===== src/rtl/telemetry_pkg.sv =====
// Shared constants and types for the telemetry link receive path.
package telemetry_pkg;

  localparam logic [7:0] SYNC_BYTE     = 8'hA5;
  localparam logic [7:0] PAYLOAD_LEN   = 8'd8;
  localparam int         PAYLOAD_BYTES = 8;

  typedef enum logic [1:0] {
    HUNT,
    LEN,
    PAYLOAD,
    CHECK
  } frame_state_t;

  // Field order matches wire order, so the payload shift register maps straight onto it.
  typedef struct packed {
    logic [15:0] cpu_freq_mhz;
    logic [15:0] disk_speed_mbps;
    logic [15:0] memory_usage;
    logic [15:0] temperature_c;
  } telemetry_fields_t;

endpackage


===== src/rtl/sat_counter.sv =====
// Event counter that saturates at all-ones; count updates the cycle after inc.
// No backpressure: inc is a single-cycle event strobe.
module sat_counter #(
  parameter int CNT_W = 16
) (
  input  logic             clk,
  input  logic             rst,
  input  logic             inc,
  output logic [CNT_W-1:0] count
);

  always_ff @(posedge clk) begin
    if (rst) begin
      count <= '0;
    end else if (inc && (count != {CNT_W{1'b1}})) begin
      count <= count + 1'b1;
    end
  end

endmodule


===== src/rtl/telemetry_frame_decoder.sv =====
// Parses SYNC/LEN/8 payload/CHK frames from UART RX; fields and compute_enable update 1 cycle after CHK.
// No backpressure: every rx_valid byte is consumed; bad or stalled frames are dropped and counted.
module telemetry_frame_decoder
  import telemetry_pkg::*;
#(
  parameter int TIMEOUT_CYCLES = 100000,
  parameter int CNT_W          = 16
) (
  input  logic             clk,
  input  logic             rst,
  input  logic [7:0]       rx_data,
  input  logic             rx_valid,
  output logic [15:0]      cpu_freq_mhz,
  output logic [15:0]      disk_speed_mbps,
  output logic [15:0]      memory_usage,
  output logic [15:0]      temperature_c,
  output logic             compute_enable,
  output logic             busy,
  output logic [CNT_W-1:0] frame_ok_cnt,
  output logic [CNT_W-1:0] chk_err_cnt,
  output logic [CNT_W-1:0] len_err_cnt,
  output logic [CNT_W-1:0] timeout_cnt
);

  localparam int              TO_W     = (TIMEOUT_CYCLES > 2) ? $clog2(TIMEOUT_CYCLES) : 1;
  localparam logic [TO_W-1:0] TO_LAST  = TO_W'(TIMEOUT_CYCLES - 1);
  localparam logic [2:0]      IDX_LAST = 3'(PAYLOAD_BYTES - 1);

  frame_state_t      state_q;
  frame_state_t      state_d;
  logic [2:0]        idx_q;
  logic [7:0]        xor_q;
  logic [TO_W-1:0]   timer_q;
  logic [63:0]       shadow_q;
  telemetry_fields_t fields_q;
  logic              compute_enable_q;

  logic timeout_hit;
  logic frame_good;
  logic chk_err;
  logic len_err;

  // A byte arriving in the final timeout cycle takes priority over the timeout.
  assign timeout_hit = (state_q != HUNT) && !rx_valid && (timer_q == TO_LAST);

  always_ff @(posedge clk) begin
    if (rst) begin
      state_q <= HUNT;
    end else begin
      state_q <= state_d;
    end
  end

  always_comb begin
    state_d = state_q;
    if (timeout_hit) begin
      state_d = HUNT;
    end else if (rx_valid) begin
      case (state_q)
        HUNT:    if (rx_data == SYNC_BYTE) state_d = LEN;
        LEN:     state_d = (rx_data == PAYLOAD_LEN) ? PAYLOAD : HUNT;
        PAYLOAD: if (idx_q == IDX_LAST) state_d = CHECK;
        CHECK:   state_d = HUNT;
        default: state_d = HUNT;
      endcase
    end
  end

  always_comb begin
    frame_good = 1'b0;
    chk_err    = 1'b0;
    len_err    = 1'b0;
    busy       = (state_q != HUNT);
    if (rx_valid && (state_q == CHECK)) begin
      frame_good = (rx_data == xor_q);
      chk_err    = (rx_data != xor_q);
    end
    if (rx_valid && (state_q == LEN)) begin
      len_err = (rx_data != PAYLOAD_LEN);
    end
  end

  always_ff @(posedge clk) begin
    if (rst) begin
      idx_q            <= '0;
      xor_q            <= '0;
      timer_q          <= '0;
      shadow_q         <= '0;
      fields_q         <= '0;
      compute_enable_q <= 1'b0;
    end else begin
      compute_enable_q <= frame_good;
      if (frame_good) begin
        fields_q <= shadow_q;
      end

      if ((state_q == HUNT) || rx_valid || timeout_hit) begin
        timer_q <= '0;
      end else begin
        timer_q <= timer_q + 1'b1;
      end

      // Payload shifts in MSB-first, so byte 0 lands in cpu_freq_mhz[15:8].
      if (rx_valid) begin
        case (state_q)
          LEN: begin
            xor_q <= rx_data;
            idx_q <= '0;
          end
          PAYLOAD: begin
            shadow_q <= {shadow_q[55:0], rx_data};
            xor_q    <= xor_q ^ rx_data;
            idx_q    <= idx_q + 1'b1;
          end
          default: ;
        endcase
      end
    end
  end

  assign cpu_freq_mhz    = fields_q.cpu_freq_mhz;
  assign disk_speed_mbps = fields_q.disk_speed_mbps;
  assign memory_usage    = fields_q.memory_usage;
  assign temperature_c   = fields_q.temperature_c;
  assign compute_enable  = compute_enable_q;

  sat_counter #(.CNT_W(CNT_W)) u_frame_ok_cnt (
    .clk   (clk),
    .rst   (rst),
    .inc   (frame_good),
    .count (frame_ok_cnt)
  );

  sat_counter #(.CNT_W(CNT_W)) u_chk_err_cnt (
    .clk   (clk),
    .rst   (rst),
    .inc   (chk_err),
    .count (chk_err_cnt)
  );

  sat_counter #(.CNT_W(CNT_W)) u_len_err_cnt (
    .clk   (clk),
    .rst   (rst),
    .inc   (len_err),
    .count (len_err_cnt)
  );

  sat_counter #(.CNT_W(CNT_W)) u_timeout_cnt (
    .clk   (clk),
    .rst   (rst),
    .inc   (timeout_hit),
    .count (timeout_cnt)
  );

endmodule


===== config.mk =====
export PLATFORM = sky130hd
export DESIGN_NAME = telemetry_frame_decoder
export DESIGN_NICKNAME = d
export VERILOG_FILES = /design/src/rtl/telemetry_pkg.sv /design/src/rtl/sat_counter.sv /design/src/rtl/telemetry_frame_decoder.sv
export SDC_FILE = /design/constraint.sdc
export NUM_CORES = 1
export LEC_CHECK = 0
export BUFFER_PORTS_ARGS = -buffer_cell sky130_fd_sc_hd__buf_2
export CAP_MARGIN = 20
export CORE_MARGIN = 4
export CORE_UTILIZATION = 57
export DETAILED_ROUTE_END_ITERATION = 8
export PLACE_DENSITY = 0.85
export SLEW_MARGIN = 20
export SYNTH_ARGS = -nofsm -noshare
export SYNTH_HDL_FRONTEND = slang
export SYNTH_SLANG_ARGS = --single-unit

===== constraint.sdc =====
create_clock -name clk -period 3.2 [get_ports clk]
set_clock_uncertainty 0.05 [all_clocks]
set_input_delay 0.48 -clock clk [delete_from_list [all_inputs] [get_ports clk]]
set_output_delay 0.48 -clock clk [all_outputs]
set_load 0.02 [all_outputs]

==> run_results.csv <==
group,metric,value,unit
worst_setup_path,ff2ff_setup_slack,0.48,ns
placement,port_buffers,140,
clock_tree,clockRootBuffer,"clkbuf_16",
final_layout,instances_no_fill,1479,
yosys,synth_area_leaders,"dfxtp_1 (48%), nand2_1 (12%), a21oi_1 (9.9%), clkbuf_1 (2.2%), nor2_1 (2.0%)",
route,drtIter0Drc,509,
worst_hold_path,worstHoldPathCells,3,
final_layout,antenna_cells,0,
global_route,grt_max_degree,119,
yosys,synth.cell_area,9244,µm²
placement,dpl_cell_area,10030,µm²
job,drv_cap,0,
sta,tns,0,ns
global_route,grt_pass1_vias,7548,
worst_setup_path,reg2reg_to,"u_timeout_cnt.count[8]",
worst_setup_path,crit_start,"state_q[0]",
worst_hold_path,min_to,"xor_q[1]",
worst_setup_path,path_cells,"inv_1 > ha_1 > or4_1 > nor3_2 > nand3_1 > or4_1 > a21oi_1",
yosys,post_synth.cell_area_avg,8.066,µm²
worst_setup_path,r2r-start,"state_q[0]",
global_route,grt_pass1_wl,35070,µm
floorplanning,dieArea,18320,µm²
run_status,status,"finished clean",
placement,dp.cells,1439,
global_route,grt_usage,22.43,%
worst_setup_path,path_delay_family,"simple AND/OR/NAND/NOR gates",
global_route,grt-ovfl-total,0,
final_layout,final_core_util,67.84,%
yosys,synth_ff_type,"dfxtp_1",
yosys,async_flop_share,0,%
clock_tree,clock-sinks,223,
clock_tree,cts_made_buffers,23,
clock_tree,clk_pin_slew_worst_paths,0.06,ns
yosys,synth-edff-count,0,
floorplanning,boundaryPins,141,
sta,slew_viol_final,0,
clock_tree,cts_resized,0,
final_layout,multi_input_comb_area,4457,µm²
route,wl_per_cell,14.54,µm
worst_hold_path,hp-start,"rx_data[1]",
clock_tree,cts_buffer_depth,3,
sta,setup_viol,0,
final_layout,final_cell_mix,"nand2_1 (302), dfxtp_1 (223), a21oi_1 (183)",
clock_tree,clk_latency,0.50,ns
sta,timing_hold_violations_final,0,
placement,gp_congestion,0.8382,
floorplanning,die_y,135.3,µm
worst_setup_path,path_max_fanout,18,
clock_tree,cts_tree,"built",
route,vias,8277,
sta,worst_hold_slack,0.2247,ns
pwr,ir_worst_vdd,0.3570,mV
yosys,yosysSeqAreaShare,48.29,%
worst_hold_path,hp-class,"primary input to flop",
pwr,powerDensity,506.7,nW/µm²
yosys,synth_seq_cells,223,
worst_setup_path,worstSetupPathDepth,7,
worst_setup_path,reg2reg_depth,7,
worst_setup_path,cpMostUsedCell,"or4_1",
final_layout,layout_commonest_cell,"nand2_1",
final_layout,design_area,10780,µm²
clock_tree,htree_num_levels,1,
floorplanning,coreArea,15890,µm²
clock_tree,ctsHoldBuffers,0,
floorplanning,initial_utilization,58.19,%
sta,rsz0062_at_grt,"false",
route,postRouteAntennaNets,0,
pwr,p_leak,3.879,nW
worst_setup_path,cpPeakStageDelay,0.56,ns
clock_tree,postCtsSetupBuffers,0,
yosys,synthCells,1146,
yosys,yosysTopAreaCell,"dfxtp_1",
route,post-route-drc-count,0,
global_route,antenna_found_initial,0,
sta,worstMarginPinSlew,0.8938,ns
worst_setup_path,crit_type,"flop to flop",
sta,post-route-min-period,2.724,ns
floorplanning,die_w,135.3,µm
final_layout,fin_nets,1270,
sta,relSlewSlack,40.41,%
worst_setup_path,cp.required,3.58,ns
worst_setup_path,setup.worst_path.start_class,"flop",
yosys,synth_top_area_share,48.29,%
route,drt-total-wl,21500,µm
yosys,ys_types,55,
yosys,syn_nets,1168,
yosys,yosys_warnings,0,
sta,finalCritPeriodShare,85.13,%
worst_setup_path,path_buf_inv,1,
worst_setup_path,cp_slowest_cell,"or4_1",
worst_setup_path,cp-end-kind,"flop",
worst_setup_path,cp.arrival,3.10,ns
final_layout,seqCellArea,4464,µm²
final_layout,fill_cells,1345,
placement,dp_hpwl,14080,µm
route,routed_via_density,5.596,
sta,fmax,0.3671,GHz
floorplanning,fp-row-count,46,
final_layout,area_delta_synth_final,16.58,%
route,dr.pass1.iters,7,
final_layout,drive_gt1_share,16.15,%
sequential cells by signal, summed over array words and instances, names as in the netlist, named ones only:
register	cells
disk_speed_mbps	16
compute_enable	1
u_frame_ok_cnt.count	16
state_q	1
memory_usage	16
xor_q	8
u_timeout_cnt.count	16
timer_q	17
u_len_err_cnt.count	16
temperature_c	16
shadow_q	64
cpu_freq_mhz	16
idx_q	3
u_chk_err_cnt.count	16
cells by family (layout without fill, tap and decap cells):
kind of cell,after synthesis,after routing,share of synthesized area [%]
DFF,223,223,48.29
buffers and inverters,84,201,3.627
AOI/OAI and AO/OA,255,255,15.23
xor gates and xnor gates,31,31,3.019
adders and majority gates,11,11,1.489
muxes,14,14,1.557
and+or+nand+nor,528,528,26.79
stage by stage:
step	power, mW	setup slack (ns)
3_3_place_gp	2.919	0.5865
3_5_place_dp	2.921	0.4892
4_1_cts	5.503	0.4741
6_report	5.461	0.4757
5_1_grt	5.611	0.1975
2_1_floorplan	2.896	0.9514
power breakdown:
| part | internal (mW) | total (mW) | switching (mW) | leakage, nW |
|---|---|---|---|---|
| combinational | 0.0188 | 0.0830 | 0.0642 | 1.72 |
| clock | 1.54 | 2.60 | 1.06 | 0.366 |
| sequential | 2.78 | 2.78 | 0.000710 | 1.79 |
per-layer routing:
metal  GRT usage, %  wire [µm]
met1          29.45       9351
met2          37.75      10400
met3          4.012       1237
met4          7.111        507
met5              0          0
worst max path at each step:
| stage | end | slack [ns] |
|---|---|---|
| 2_1_floorplan | u_timeout_cnt.count[14] | 0.95 |
| 3_3_place_gp | u_timeout_cnt.count[8] | 0.59 |
| 3_5_place_dp | u_timeout_cnt.count[8] | 0.49 |
| 4_1_cts | u_timeout_cnt.count[8] | 0.47 |
| 5_1_grt | u_timeout_cnt.count[8] | 0.20 |
| 6_report | u_timeout_cnt.count[8] | 0.48 |
final cells by class:
class	instances	share of cell area (%)
multi-input combinational	839	41.36
inverter	15	0.5225
sequential	223	41.43
tap	216	2.508
timing repair buffer	146	7.326
clock buffer	33	6.246
clock inverter	7	0.6153
Yosys cell counts (11+ instances only):
cell type / number
nand2_1: 303
dfxtp_1: 223
a21oi_1: 183
clkbuf_1: 54
nor2_1: 49
o21ai_0: 33
nand3_1: 27
nand4_1: 24
or4_1: 23
or3_1: 21
xnor2_1: 21
o31ai_1: 18
nor2b_1: 17
inv_1: 15
nor4_1: 12
ha_1: 11
mux2i_1: 11
worst min-delay path, cell delays in order:
cell and delay, ns:
buf_2 0.13, nand2_1 0.06, a21oi_1 0.05
Power figures use the tool's default switching activity.
